File: src/rtl/uart_pkg.sv
// uart_pkg: shared FSM encoding, byte width and default bit time for the UART TX arbiter
package uart_pkg;
  localparam logic [1:0] ST_IDLE = 2'd0;
  localparam logic [1:0] ST_START = 2'd1;
  localparam logic [1:0] ST_WAIT_DONE = 2'd2;
  localparam logic [1:0] ST_GAP = 2'd3;
  localparam int CLKS_PER_BIT = 868;
  localparam int BYTE_W = 8;
  function automatic int max_int(input int a, input int b);
    return a > b ? a : b;
  endfunction
endpackage

File: src/rtl/rr_select.sv
// rr_select: combinational round-robin find-first-set starting at ptr, wrapping modulo N
module rr_select #(
  parameter int N = 4,
  localparam int IW = $clog2(N)
) (
  input  logic [N-1:0]  req,
  input  logic [IW-1:0] ptr,
  output logic          valid,
  output logic [IW-1:0] index
);
  logic [2*N-1:0] dbl;
  logic [N-1:0] rot;
  logic [IW-1:0] off;
  logic [IW:0] sum;
  always_comb begin
    dbl = {req, req} >> ptr;
    rot = dbl[N-1:0];
    off = '0;
    for (int i = N - 1; i >= 0; i--) if (rot[i]) off = IW'(i);
    sum = {1'b0, ptr} + {1'b0, off};
    index = sum >= (IW + 1)'(N) ? IW'(sum - (IW + 1)'(N)) : IW'(sum);
    valid = |req;
  end
endmodule

File: src/rtl/uart_tx_arbiter.sv
// uart_tx_arbiter: round-robin sharing of one uart_transmitter between NUM_REQ byte producers
// Optional watchdog on tx_done enabled by UART_TX_ARB_TIMEOUT_EN.
module uart_tx_arbiter
  import uart_pkg::*;
#(
  parameter int NUM_REQ = 4,
  parameter int GAP_CLKS = CLKS_PER_BIT,
  parameter int TIMEOUT_CLKS = 20000,
  localparam int IW = $clog2(NUM_REQ)
) (
  input  logic                      clk,
  input  logic                      reset_n,
  input  logic [NUM_REQ-1:0]        i_req,
  input  logic [BYTE_W*NUM_REQ-1:0] i_req_data,
  output logic [NUM_REQ-1:0]        o_ack,
  output logic                      o_busy,
  output logic                      o_tx_start,
  output logic [BYTE_W-1:0]         o_tx_data,
  input  logic                      i_tx_done,
  output logic [IW-1:0]             o_grant_id,
  output logic                      o_timeout
);
  localparam int CW = $clog2(max_int(max_int(GAP_CLKS, TIMEOUT_CLKS), 1) + 1);
  logic [1:0] state;
  logic [IW-1:0] rr_ptr, sel;
  logic sel_valid, wd_hit;
  logic [CW-1:0] cnt, cnt_sat;
  rr_select #(.N(NUM_REQ)) u_sel (
    .req  (i_req),
    .ptr  (rr_ptr),
    .valid(sel_valid),
    .index(sel)
  );
  assign o_busy = state != ST_IDLE;
  assign cnt_sat = &cnt ? cnt : cnt + 1'b1;
`ifdef UART_TX_ARB_TIMEOUT_EN
  assign wd_hit = state == ST_WAIT_DONE && cnt == CW'(TIMEOUT_CLKS - 1);
  always_ff @(posedge clk or negedge reset_n)
    if (!reset_n) o_timeout <= 1'b0;
    else if (wd_hit && !i_tx_done) o_timeout <= 1'b1;
`else
  assign wd_hit = 1'b0;
  assign o_timeout = 1'b0;
`endif
  // tx_start is registered off START so it lands two cycles after a request is seen in IDLE
  always_ff @(posedge clk or negedge reset_n)
    if (!reset_n) begin
      state <= ST_IDLE;
      rr_ptr <= '0;
      cnt <= '0;
      o_ack <= '0;
      o_tx_start <= 1'b0;
      o_tx_data <= '0;
      o_grant_id <= '0;
    end else begin
      o_ack <= '0;
      o_tx_start <= state == ST_START;
      case (state)
        ST_IDLE:
          if (sel_valid) begin
            o_grant_id <= sel;
            o_tx_data <= i_req_data[{sel, 3'b000} +: BYTE_W];
            state <= ST_START;
          end
        ST_START: begin
          cnt <= '0;
          state <= ST_WAIT_DONE;
        end
        ST_WAIT_DONE:
          if (i_tx_done || wd_hit) begin
            o_ack <= NUM_REQ'(1) << o_grant_id;
            rr_ptr <= o_grant_id == IW'(NUM_REQ - 1) ? '0 : o_grant_id + 1'b1;
            cnt <= '0;
            state <= GAP_CLKS > 0 ? ST_GAP : ST_IDLE;
          end else cnt <= cnt_sat;
        default:
          if (cnt == CW'(GAP_CLKS - 1)) state <= ST_IDLE;
          else cnt <= cnt_sat;
      endcase
    end
endmodule

File: config.mk
export PLATFORM = sky130hd
export DESIGN_NAME = uart_tx_arbiter
export DESIGN_NICKNAME = d
export VERILOG_FILES = /design/src/rtl/uart_pkg.sv /design/src/rtl/rr_select.sv /design/src/rtl/uart_tx_arbiter.sv
export SDC_FILE = /design/constraint.sdc
export NUM_CORES = 1
export LEC_CHECK = 0
export CAP_MARGIN = 20
export CORE_ASPECT_RATIO = 0.5
export CORE_MARGIN = 2
export CORE_UTILIZATION = 45
export CTS_CLUSTER_DIAMETER = 80
export DETAILED_ROUTE_END_ITERATION = 16
export DONT_BUFFER_PORTS = 1
export GPL_TIMING_DRIVEN = 0
export SLEW_MARGIN = 20
export SYNTH_ARGS = -nofsm -noshare
export SYNTH_HDL_FRONTEND = slang
export SYNTH_SLANG_ARGS = --single-unit
File: constraint.sdc
create_clock -name clk -period 2.6 [get_ports clk]
set_clock_uncertainty 0.2 [all_clocks]
set_input_delay 0.52 -clock clk [delete_from_list [all_inputs] [get_ports clk]]
set_output_delay 0.52 -clock clk [all_outputs]
set_load 0.005 [all_outputs]
======== Word level (Yosys, flattened, before mapping) ========
Index checks and enable logic that the tools add are counted.
word-level totals
  register bits ........................... 34
  input port bits ......................... 39
operators by class
  $add $sub $neg .......................... 4
  magnitude comparators ................... 1
  eq/ne operators ......................... 7
  shift operators ......................... 3
  mux-type cells .......................... 16
  bitwise logic cells ..................... 1
  reduce and logical (&&, ||, !) cells .... 9
operator list
  kind                                                                      count
  15-bit two-way mux                                                        3
  15-bit one-hot mux with 3 select lines                                    1
  32-bit by 6-bit indexed part select with 8-bit output                     1
  2-bit two-way mux                                                         9
  15-bit by 1-bit adder with 15-bit output (second input constant)          1
  15-bit by 10-bit == test with 1-bit output (second input constant)        1
  15-bit AND reduction                                                      1
  4-bit two-way mux                                                         2
  8-bit by 2-bit right shift with 4-bit output                              1
  2-bit one-hot mux with 3 select lines                                     1
  2-bit AND reduction                                                       3
  2-bit == test (second input constant)                                     2
  2-bit inequality test (second input constant)                             2
  4-bit nonzero test                                                        1
  4-bit OR reduction                                                        1
  1-bit by 2-bit << shifter with 4-bit output (first input constant)        1
  2-bit by 2-bit adder with 3-bit output                                    1
  3-bit >= comparator (second input constant)                               1
  3-bit by 2-bit inequality test with 1-bit output (second input constant)  1
  3-bit AND reduction                                                       1
  2-bit by 1-bit adder with 2-bit output (second input constant)            1
  2-bit by 1-bit == test with 1-bit output (second input constant)          1
  2-bit logical NOT                                                         1
  2-bit nonzero test                                                        1
  other kinds (2)                                                           2

======== Longest topological paths before layout ========
  depth after elaboration ................. 9
  depth in mapped cells ................... 12
  gate-level depth less buffers ........... 10

======== Hierarchy ========
A second synthesis with hierarchy kept.
second synthesis, totals
  cells, all modules ...................... 202
  area, all modules ....................... 2,133.3 µm²
modules (own cells, without submodules)
  module           instances  cells an instance  area an instance (µm²)
  uart_tx_arbiter  1          175                1,954.4
  rr_select        1          27                 178.9

======== Least setup slack after synthesis ========
No wires, ideal clock.
  kind .................................... input to register
  start point ............................. input i_req[0]
  end point ............................... register o_tx_data[7]
  setup time .............................. 0.126 ns
  arrival ................................. 2.586 ns
  setup slack ............................. -0.312 ns
  stages .................................. 11
  path through ............................ buf_6 > nor2_1 > nor3_1 > a21oi_1 > o211ai_1 > ha_1 > xor2_1 > xnor2_4 > buf_6 > mux2_4 > a221o_1
between the ends
  longest elaborated chain between the ends .. 9
  elaborated cells on any way between the ends .. 12
  those cells by class .................... add/sub: 2; order compare: 1; shift: 2; mux: 5; reduce/logical: 2
ends and longest elaborated chain
  element                                                                                    line                   RTL
  start: declaration                                                                         uart_tx_arbiter.sv:13  input logic [NUM_REQ-1:0] i_req,
  8-bit by 2-bit right shift with 4-bit output                                               rr_select.sv:16        dbl = {req, req} >> ptr;
  2-bit two-way mux (4 in a row)                                                             rr_select.sv:19        for (int i = N - 1; i >= 0; i--) if (rot[i]) off = IW'(i);
  2-bit by 2-bit adder with 3-bit output                                                     rr_select.sv:20        sum = {1'b0, ptr} + {1'b0, off};
  3-bit >= comparator / 2-bit by 1-bit subtractor with 2-bit output (equally long branches)  rr_select.sv:21        index = sum >= (IW + 1)'(N) ? IW'(sum - (IW + 1)'(N)) : IW'(sum);
  2-bit two-way mux                                                                          rr_select.sv:21
  32-bit by 6-bit indexed part select with 8-bit output                                      uart_tx_arbiter.sv:62  o_tx_data <= i_req_data[{sel, 3'b000} +: BYTE_W];
  end signal: assignment                                                                     uart_tx_arbiter.sv:62
  end: declaration                                                                           uart_tx_arbiter.sv:18  output logic [BYTE_W-1:0] o_tx_data,
Several ways; a longest one is shown, not always the timed one.
A chain may end at the register's enable or synchronous reset.

======== Worst setup path in the final report ========
  start point ............................. register rr_ptr[0]
  end point ............................... register o_tx_data[3]
between the ends
  longest elaborated chain between the ends .. 9
  elaborated cells on any way between the ends .. 10
  those cells by class .................... add/sub: 2; order compare: 1; shift: 2; mux: 5
ends and longest elaborated chain
  element                                                                                    line                   RTL
  start: declaration                                                                         uart_tx_arbiter.sv:25  logic [IW-1:0] rr_ptr, sel;
  start signal: assignment                                                                   uart_tx_arbiter.sv:72  rr_ptr <= o_grant_id == IW'(NUM_REQ - 1) ? '0 : o_grant_id + 1'b1;
  8-bit by 2-bit right shift with 4-bit output                                               rr_select.sv:16
  2-bit two-way mux (4 in a row)                                                             rr_select.sv:19
  2-bit by 2-bit adder with 3-bit output (*)                                                 rr_select.sv:20
  3-bit >= comparator / 2-bit by 1-bit subtractor with 2-bit output (equally long branches)  rr_select.sv:21
  2-bit two-way mux (*)                                                                      rr_select.sv:21
  32-bit by 6-bit indexed part select with 8-bit output (*)                                  uart_tx_arbiter.sv:62
Every way passes the cells marked *; elsewhere a longest branch is shown, timed or not.

==> metrics <==
status=finished, violations left; failing checks=setup timing; Syn Nets=283; num rows=17; static leakage=1.17 nW; Iter 0 DRT Violations=37; Ant. Diodes=0; vias per cell=5.64; Die ar.=0.00543 sq mm; routed wl met3=279 um; Highest Clock Rate=0.373 GHz; Async SR Flop Fraction=1.00; startpoint types=register; vias=1793; Design Power=2.95 mW; Final Wtd Congestion=0.865; Final ANT Viol Nets=0; ratio of cells with drive above 1 in the final layout=0.183; RSZ-0062 raised after global routing=true; Area Overhead vs Synth=18.1%; sequential share of the synthesized area=0.392; antenna violations before repair=0; fin util=0.569; residual DRC count=0; post-synthesis cell type count=45; Setup CP Type=reg2reg; Main synth FF type=dfrtp_1; Total GRT Usage=0.193; CTS tree=built; TritonCTS Buffers=5; metal2 WL=2.22 mm; Final min period=2.68 ns; drt wl/cell=14.8 um; post-route setup slack=-0.0794 ns; max-slew violation count=0; CTS root buffer=clkbuf_8; commonest non-fill, non-tap cell in the layout=nand2_1; number of global-route vias before repair=1798; Seq cells post-synth=34; Die H=53.1 um; Fillers=418; WP data arrival=2.65 ns; largest net degree at the start of global routing=35; top sig layer=met4; clk_lat worst skew=0.28 ns; number of iterations in the first detailed-routing pass=4; Port Buffers=0; clock sink count=34; routed wire length=4.71 mm; Relative slew margins=0.596; Cell Area, Synth=0.00217 sq mm; Die Wd=102 um; met1 WL=2.18 mm; most frequent cells in the layout=nand2_1 (42), dfrtp_1 (34), nor2_1 (10), mux2i_1 (10); # IOs=56; # setup viols final=8; nature of the critical path endpoint=register; Syn Area/Cell=9.24 sq um; Synth Warn #=0; Period Utilization, post-route=1.03; Clock Pin Slew Worst Setup and Hold Paths=0.07 ns; Initial Util=0.482; fin nets=299; # Max-Cap Violations=0; Worst VDD drop=909 uV; deepest clock path buffer count=2; first-pass GRT wire length=8.03 mm; global route overflow=0; Req. time, crit path=2.57 ns; EDFF count, synth=0; Core Area=0.00451 sq mm; Power Dens Cells=1150 mW/mm^2; # H-tree levels=2; CP Max Fanout=6; Hold Vio Cnt, Final=0; Worst-Margin Slew=0.604 ns; Mapped Cells=235; DP Wirelength=3.38 mm; Tightest Hold Check Type=in2reg
## where the power goes
group / internal, mW / switching (mW)
clock network: 0.213 / 0.203
registers: 0.678 / 0.141
logic: 0.870 / 0.842
total: 1.76 / 1.19
## state kept, by name (all words and copies together), names as in the netlist
| name | cells |
|---|---|
| cnt | 15 |
| o_ack | 4 |
| o_grant_id | 2 |
| o_tx_data | 8 |
| o_tx_start | 1 |
| rr_ptr | 2 |
| state | 2 |
## cells in the mapped netlist, drive strengths merged, types with 3 or more instances
master	instances	area, sq um
o21ai	16	80.1
ha	9	113
a21oi	7	35.0
inv	8	30.0
nand4	4	25.0
a31oi	7	43.8
nor2	12	45.0
clkbuf	6	22.5
nand2	42	158
nor3	3	15.0
mux2	9	105
dfrtp	34	851
o211ai	4	30.0
and3	7	43.8
or4	5	41.3
mux2i	10	100
o31ai	5	37.5
nand3	8	40.0
a221o	8	80.1
nand2b	3	18.8
buf	5	40.0
## logic make-up (layout without fill, tap and decap cells)
family / after synthesis / count (layout) / synth area share
multiplexers: 19 / 19 / 0.0945
AND/OR/NAND/NOR: 94 / 94 / 0.214
other: 1 / 1 / 0.00173
AO/OA/AOI/OAI: 57 / 57 / 0.187
adder cells (fa/ha/maj): 9 / 9 / 0.0518
flip-flops: 34 / 34 / 0.392
XOR/XNOR: 2 / 2 / 0.0167
buffers and inverters: 19 / 36 / 0.0426
## layout make-up
| cell class | instances | area (sq um) | area share |
|---|---|---|---|
| clock inverters | 2 | 12.5 | 0.00488 |
| well taps | 66 | 82.6 | 0.0322 |
| clock buffers | 6 | 82.6 | 0.0322 |
| multi-input cells | 182 | 1330 | 0.518 |
| repair buffers | 10 | 106 | 0.0415 |
| plain buffers | 10 | 70.1 | 0.0273 |
| inverters | 8 | 32.5 | 0.0127 |
| flip-flops and latches | 34 | 851 | 0.332 |
## what timing repair did
| action | 4_1_cts | 5_1_grt |
|---|---|---|
| pin swaps | 12 | 4 |
| cloned | 0 | 0 |
| hold buffers | 2 | 0 |
| setup buffers | 7 | 1 |
| setup endpoints to repair | 19 | 15 |
| resized for setup | 15 | 5 |
| hold endpoints to repair | 34 | 0 |
## worst max-delay path, stage by stage, from the launching register on
cell and delay (ns):
dfrtp_1 0.40, buf_6 0.14, buf_4 0.13, buf_4 0.13
and3b_1 0.15, o21ai_1 0.22, o311ai_4 0.17, xnor2_4 0.28
buf_12 0.16, mux2_4 0.29, a221o_1 0.29
## stage by stage
| step | instance area [sq um] | std cells | hold slack [ns] | setup TNS, ns | setup WS, ns |
|---|---|---|---|---|---|
| final | 2560 | 318 | 0.188 | -0.596 | -0.0794 |
| after global routing | 2560 | 318 | 0.176 | -1.45 | -0.191 |
| after CTS | 2530 | 317 | 0.185 | -0.425 | -0.0617 |
| after detailed placement | 2290 | 301 | 0.0259 | -2.46 | -0.302 |
| after global placement | 2290 | 301 | 0.0257 | -2.09 | -0.278 |
| after floorplan | 2210 | 235 | 0.0244 | -0.111 | -0.109 |
## routing by layer
metal	vias to the layer above	track usage
li1	894	-
met1	839	0.239
met2	55	0.337
met3	5	0.0542
met4	0	0.0511
met5	-	0
## path summary, 6_finish.rpt
path,cells after the start,slack [ns],from,endpoint
setup / recovery,10,-0.08,rr_ptr[0]$_DFFE_PN0P_,o_tx_data[3]$_DFFE_PN0P_
hold / removal,1,0.19,i_tx_done,o_ack[3]$_DFF_PN0_
setup reg to reg,10,-0.08,rr_ptr[0]$_DFFE_PN0P_,o_tx_data[3]$_DFFE_PN0P_
hold reg to reg,1,0.31,cnt[0]$_DFFE_PN0P_,cnt[0]$_DFFE_PN0P_
max in group asynchronous,2,1.51,reset_n,cnt[12]$_DFFE_PN0P_
min in group asynchronous,2,0.52,reset_n,o_tx_start$_DFF_PN0_
Note: power is estimated with default switching activity, not from simulation.
